File: src/rtl/fetch_unit.sv
// Instruction fetch unit: one outstanding memory read, registered decode-side outputs.
// Optional misaligned-fetch trap enabled by defining FETCH_MISALIGN_CHECK_EN.
module fetch_unit #(
    parameter logic [31:0] NOP_INSTR = 32'h00000013
) (
    input  logic        clk,
    input  logic        reset,
    input  logic [31:0] PC,
    output logic [31:0] nextPC,
    output logic        imem_req,
    output logic [31:0] imem_addr,
    input  logic        imem_ready,
    input  logic        imem_rvalid,
    input  logic [31:0] imem_rdata,
    output logic        id_valid,
    output logic [31:0] id_instr,
    output logic [31:0] id_pc,
    output logic        id_fault,
    input  logic        id_ready,
    input  logic        redirect,
    input  logic [31:0] redirect_pc
);

    typedef enum logic [1:0] {
        S_REQ   = 2'd0,
        S_WAIT  = 2'd1,
        S_HOLD  = 2'd2,
        S_DRAIN = 2'd3
    } state_t;

    state_t      state_reg;
    logic [31:0] req_pc_reg;
    logic        accept;

`ifdef FETCH_MISALIGN_CHECK_EN
    logic misaligned;
    logic fault_reg;

    assign misaligned = (PC[1:0] != 2'b00);
    assign imem_req   = (state_reg == S_REQ) && !reset && !misaligned;
    assign imem_addr  = PC;
    assign id_fault   = fault_reg;
`else
    assign imem_req   = (state_reg == S_REQ) && !reset;
    assign imem_addr  = PC & 32'hFFFF_FFFC;
    assign id_fault   = 1'b0;
`endif

    assign accept = imem_req && imem_ready;

    // PC advances only when a request is accepted; a redirect overrides everything.
    always_comb begin
        nextPC = PC;
        if (redirect) begin
            nextPC = redirect_pc;
        end else if (accept) begin
            nextPC = PC + 32'd4;
        end
    end

    always_ff @(posedge clk or posedge reset) begin
        if (reset) begin
            state_reg  <= S_REQ;
            req_pc_reg <= 32'd0;
            id_valid   <= 1'b0;
            id_instr   <= NOP_INSTR;
            id_pc      <= 32'd0;
`ifdef FETCH_MISALIGN_CHECK_EN
            fault_reg  <= 1'b0;
`endif
        end else begin
            case (state_reg)
                S_REQ: begin
                    if (redirect) begin
                        // An accepted request still owes a response that must be swallowed.
                        id_valid <= 1'b0;
                        if (accept) begin
                            state_reg <= S_DRAIN;
                        end
`ifdef FETCH_MISALIGN_CHECK_EN
                    end else if (misaligned) begin
                        id_valid  <= 1'b1;
                        id_instr  <= NOP_INSTR;
                        id_pc     <= PC;
                        fault_reg <= 1'b1;
                        state_reg <= S_HOLD;
`endif
                    end else if (accept) begin
                        req_pc_reg <= PC;
                        state_reg  <= S_WAIT;
                    end
                end
                S_WAIT: begin
                    if (redirect) begin
                        id_valid  <= 1'b0;
                        state_reg <= imem_rvalid ? S_REQ : S_DRAIN;
                    end else if (imem_rvalid) begin
                        id_valid  <= 1'b1;
                        id_instr  <= imem_rdata;
                        id_pc     <= req_pc_reg;
`ifdef FETCH_MISALIGN_CHECK_EN
                        fault_reg <= 1'b0;
`endif
                        state_reg <= S_HOLD;
                    end
                end
                S_HOLD: begin
                    if (redirect || id_ready) begin
                        id_valid  <= 1'b0;
`ifdef FETCH_MISALIGN_CHECK_EN
                        fault_reg <= 1'b0;
`endif
                        state_reg <= S_REQ;
                    end
                end
                S_DRAIN: begin
                    // A redirect here keeps draining; leaving is tied only to the owed response.
                    id_valid <= 1'b0;
                    if (imem_rvalid) begin
                        state_reg <= S_REQ;
                    end
                end
                default: begin
                    id_valid  <= 1'b0;
                    state_reg <= S_REQ;
                end
            endcase
        end
    end

endmodule

File: config.mk
export PLATFORM = sky130hd
export DESIGN_NAME = fetch_unit
export DESIGN_NICKNAME = d
export VERILOG_FILES = /design/src/rtl/fetch_unit.sv
export SDC_FILE = /design/constraint.sdc
export NUM_CORES = 1
export LEC_CHECK = 0
export CORE_MARGIN = 4
export CORE_UTILIZATION = 38
export DETAILED_ROUTE_END_ITERATION = 7
export GPL_ROUTABILITY_DRIVEN = 0
export PLACE_DENSITY_LB_ADDON = 0.05
export SLEW_MARGIN = 20
export SYNTH_ARGS = -nofsm -noshare
export SYNTH_HDL_FRONTEND = slang
export SYNTH_SLANG_ARGS = --single-unit
File: constraint.sdc
create_clock -name clk -period 3.2 [get_ports clk]
set_clock_uncertainty 0.15 [all_clocks]
set_input_delay 0.32 -clock clk [delete_from_list [all_inputs] [get_ports clk]]
set_output_delay 0.32 -clock clk [all_outputs]
set_load 0.02 [all_outputs]
==> impl_metrics.py <==
metrics = {
    "critical_path": {
        "critical_path_required_ps": 2730,
        "worst_path_largest_cell_delay_ps": 460,
        "timing.critical_path.to_type": "primary output",
        "critPathMostFrequentCell": "sky130_fd_sc_hd__buf_4",
        "worst-endpoint-arrival_ps": 2620,
        "path_depth_of_the_worst_reg2reg_path": 6,
        "crit_path_class": "flop to primary output",
        "series_of_cell_instances_along_the_critical_path": "nor4b_4 -> buf_4 -> nand4_1 -> buf_4 -> or3_1 -> a31oi_1 -> clkdlybuf4s15_1",
        "ff2ff_setup_slack_ps": 1090,
        "cpLargestDelayFamily": "simple AND/OR/NAND/NOR gates",
        "worst-path-stages": 7,
        "critPathMaxFanout": 7,
        "timing.critical_path.slowest_stage_cell": "sky130_fd_sc_hd__dfrtp_1",
        "startpoint_type_of_the_worst_setup_path": "flop",
        "timing.critical_path.buf_inv": 3,
    },
    "routing": {
        "detail_route.iter0.violations": 240,
        "totalWireLength_mm": 14.96,
        "drtPass1Iterations": 4,
        "met2WireLength_mm": 6.790,
        "met3_length_mm": 1.657,
        "drc": 0,
        "vias_per_cell": 5.110,
        "routedWlPerCell_um": 17.38,
        "top_layer": "met4",
        "drtAntennaViolNets": 0,
        "met1Wirelength_mm": 6.272,
        "detailroute.via_count": 4400,
    },
    "cells_and_area": {
        "multi_input_comb_area_um2": 2252,
        "postLayoutCellArea_um2": 7924,
        "post_route_cells_drive_above_1_share_pct": 27.01,
        "mostFrequentLayoutCell": "sky130_fd_sc_hd__clkdlybuf4s50_1",
        "fillCellCount": 1142,
        "layout.cells.most_common_list": "sky130_fd_sc_hd__clkdlybuf4s50_1, sky130_fd_sc_hd__mux2_2, sky130_fd_sc_hd__dfrtp_1, sky130_fd_sc_hd__buf_4, sky130_fd_sc_hd__nand2_1",
        "antenna-diode-count": 0,
        "final_util_pct": 60.07,
        "num-nets-final": 783,
        "syn_to_final_growth_pct": 55.64,
        "seq_area_um2": 2481,
    },
    "yosys": {
        "postSynth.asyncResetShare_pct": 100.0,
        "synth_largest_type_area_fraction_pct": 47.19,
        "synth_enable_flop_cells": 0,
        "postSynthAreaPerCell_um2": 11.44,
        "synthesis.instances": 445,
        "synthDistinctLibCells": 47,
        "yosys.area.top_type": "sky130_fd_sc_hd__dfrtp_1",
        "synth.cell_area_um2": 5091,
        "synth.top_cells.by_area": "sky130_fd_sc_hd__dfrtp_1, sky130_fd_sc_hd__mux2_2, sky130_fd_sc_hd__buf_4",
        "yosys_warnings": 0,
        "most_frequently_used_flop_master_after_synthesis": "sky130_fd_sc_hd__dfrtp_1",
        "ys_ff_latch": 99,
        "synth_seq_area_share_pct": 48.73,
    },
    "floorplanning": {
        "die_h_um": 123.8,
        "design.die.area_um2": 15310,
        "fp.dieW_um": 123.8,
        "floorplan.io_pins": 233,
        "floorplan.initialDensity_pct": 38.60,
        "num_rows": 42,
        "core_area_um2": 13190,
    },
    "min_path": {
        "hold_path_depth": 1,
        "hold_path.class": "flop to flop",
    },
    "timing": {
        "timing.slew.headroom_pct": 45.78,
        "post-route-min-period_ps": 3091,
        "timing_max_transition_violations_final": 0,
        "grt_setup_unrepaired": "true",
        "max_freq_mhz": 323.5,
        "hold_viol": 0,
        "layout_worst_path_cycle_share_pct": 96.61,
        "max_slew.worst_pin.slew_ps": 813.3,
        "setup_viol": 0,
    },
    "power": {
        "p_clk_share_pct": 18.5,
        "power-per-cell-area_nw_per_um2": 719.5,
        "sequentialPowerShare_pct": 37.7,
        "switchingPower_w": 0.001912,
        "swShare_pct": 33.53,
        "combPwrFrac_pct": 43.7,
        "leakagePower_nw": 3.265,
        "cell_internal_pwr_w": 0.003789,
        "max-vdd-ir-drop_mv": 0.3643,
    },
    "global_route": {
        "grt_first_pass_wirelength_mm": 22.99,
        "grt.total_usage_pct": 19.38,
        "first_global_vias": 4450,
        "number_of_antenna_violations_at_the_first_check_in_global_routing": 0,
        "grt_start_max_net_pins": 66,
        "globalRouteOverflowTotal": 0,
    },
    "clock_network": {
        "clock_path_buffers": 2,
        "clock_tree.root_cell": "sky130_fd_sc_hd__clkbuf_16",
        "cts.hold.buffers_added": 0,
        "clock_insertion_delay_worst_skew_ps": 340,
        "cts.clk_slew.worst_paths_ps": 70,
        "cts_made_buffers": 9,
        "cts_sinks": 99,
        "cts_htree_levels": 3,
        "cts_tree": "yes",
    },
    "placement": {
        "portBuffers": 229,
        "place_hpwl_mm": 11.42,
        "placement.cell_area_um2": 7632,
    },
    "run": {
        "max_cap_viol_count": 0,
    },
    "run_status": {
        "status": "complete, no violations",
    },
}
[worst paths after layout]
kind,startpoint,end
min in group asynchronous,reset,req_pc_reg[5]
worst max-delay path,state_reg[1],nextPC[17]
max in group asynchronous,reset,id_pc[1]
worst min register to register,req_pc_reg[31],req_pc_reg[31]
worst min-delay path,req_pc_reg[31],req_pc_reg[31]
worst max register to register,state_reg[0],req_pc_reg[3]
[Yosys cell counts, types with 5 or more instances]
library cell               number
sky130_fd_sc_hd__nand4_1        9
sky130_fd_sc_hd__nor2_1        15
sky130_fd_sc_hd__mux2_2        98
sky130_fd_sc_hd__nor2b_1        7
sky130_fd_sc_hd__nand2_1       25
sky130_fd_sc_hd__o31ai_1        5
sky130_fd_sc_hd__o21ai_1       12
sky130_fd_sc_hd__buf_2         12
sky130_fd_sc_hd__clkbuf_1      12
sky130_fd_sc_hd__xor2_1         8
sky130_fd_sc_hd__o21ai_0       10
sky130_fd_sc_hd__buf_4         33
sky130_fd_sc_hd__or4_1          8
sky130_fd_sc_hd__nand3_1       24
sky130_fd_sc_hd__dfrtp_1       96
sky130_fd_sc_hd__a31oi_1        7
sky130_fd_sc_hd__a21oi_1        5
sky130_fd_sc_hd__a22oi_1        5
[cells by family (layout without fill, tap and decap cells)]
| family | count (synthesis) | after routing | share of synthesized area [%] |
|---|---|---|---|
| flops | 99 | 99 | 48.73 |
| other cells | 1 | 3 | 0.07366 |
| fa+ha+maj | 1 | 1 | 0.2457 |
| mux | 99 | 99 | 21.87 |
| simple gates | 118 | 118 | 13.25 |
| compound gates | 54 | 54 | 6.587 |
| buf+inv | 63 | 301 | 7.520 |
| xor+xnor | 10 | 10 | 1.720 |
[power groups by stage]
stage	sequential, W	clock, W	combinational, W
finish	0.00215	0.00106	0.00249
global route	0.00223	0.00115	0.00266
CTS	0.00216	0.00109	0.00253
detailed placement	0.00218	0	0.00252
global placement	0.00215	0	0.00250
floorplan	0.00262	0	0.000804
[area by class of cell]
type | instances | area share [%]
Clock buffer | 10 | 3.016
Clock inverter | 6 | 0.6000
Inverter | 4 | 0.2369
Multi-Input combinational cell | 285 | 28.42
Sequential cell | 99 | 31.31
Tap cell | 176 | 2.779
Timing Repair Buffer | 281 | 33.63
[layer usage]
layer	GRT usage, %	vias up
met1	25.44	2147
met4	6.228	0
met3	7.584	16
li1	-	2048
met2	29.40	189
met5	0	-
[repair_timing]
item | in CTS | in global routing
gates cloned | 0 | 0
endpoints found under the setup margin | 12 | 8
gates resized for setup | 11 | 12
setup buffers | 0 | 2
pin swaps | 1 | 1
[metrics by stage]
step / std cells / hold WS (ps) / setup WS [ps] / TNS, ps / total power, W
after global routing: 861 / 362.9 / -22.39 / -25.06 / 0.006040
after CTS: 859 / 344.4 / 28.74 / 0 / 0.005775
final: 861 / 352.5 / 108.5 / 0 / 0.005701
after floorplan: 447 / 266.4 / 363.6 / 0 / 0.003427
after detailed placement: 843 / 338.7 / -110.1 / -531.2 / 0.004706
after global placement: 843 / 332.8 / -102.3 / -462.0 / 0.004651
(Power assumes the default switching activity.)
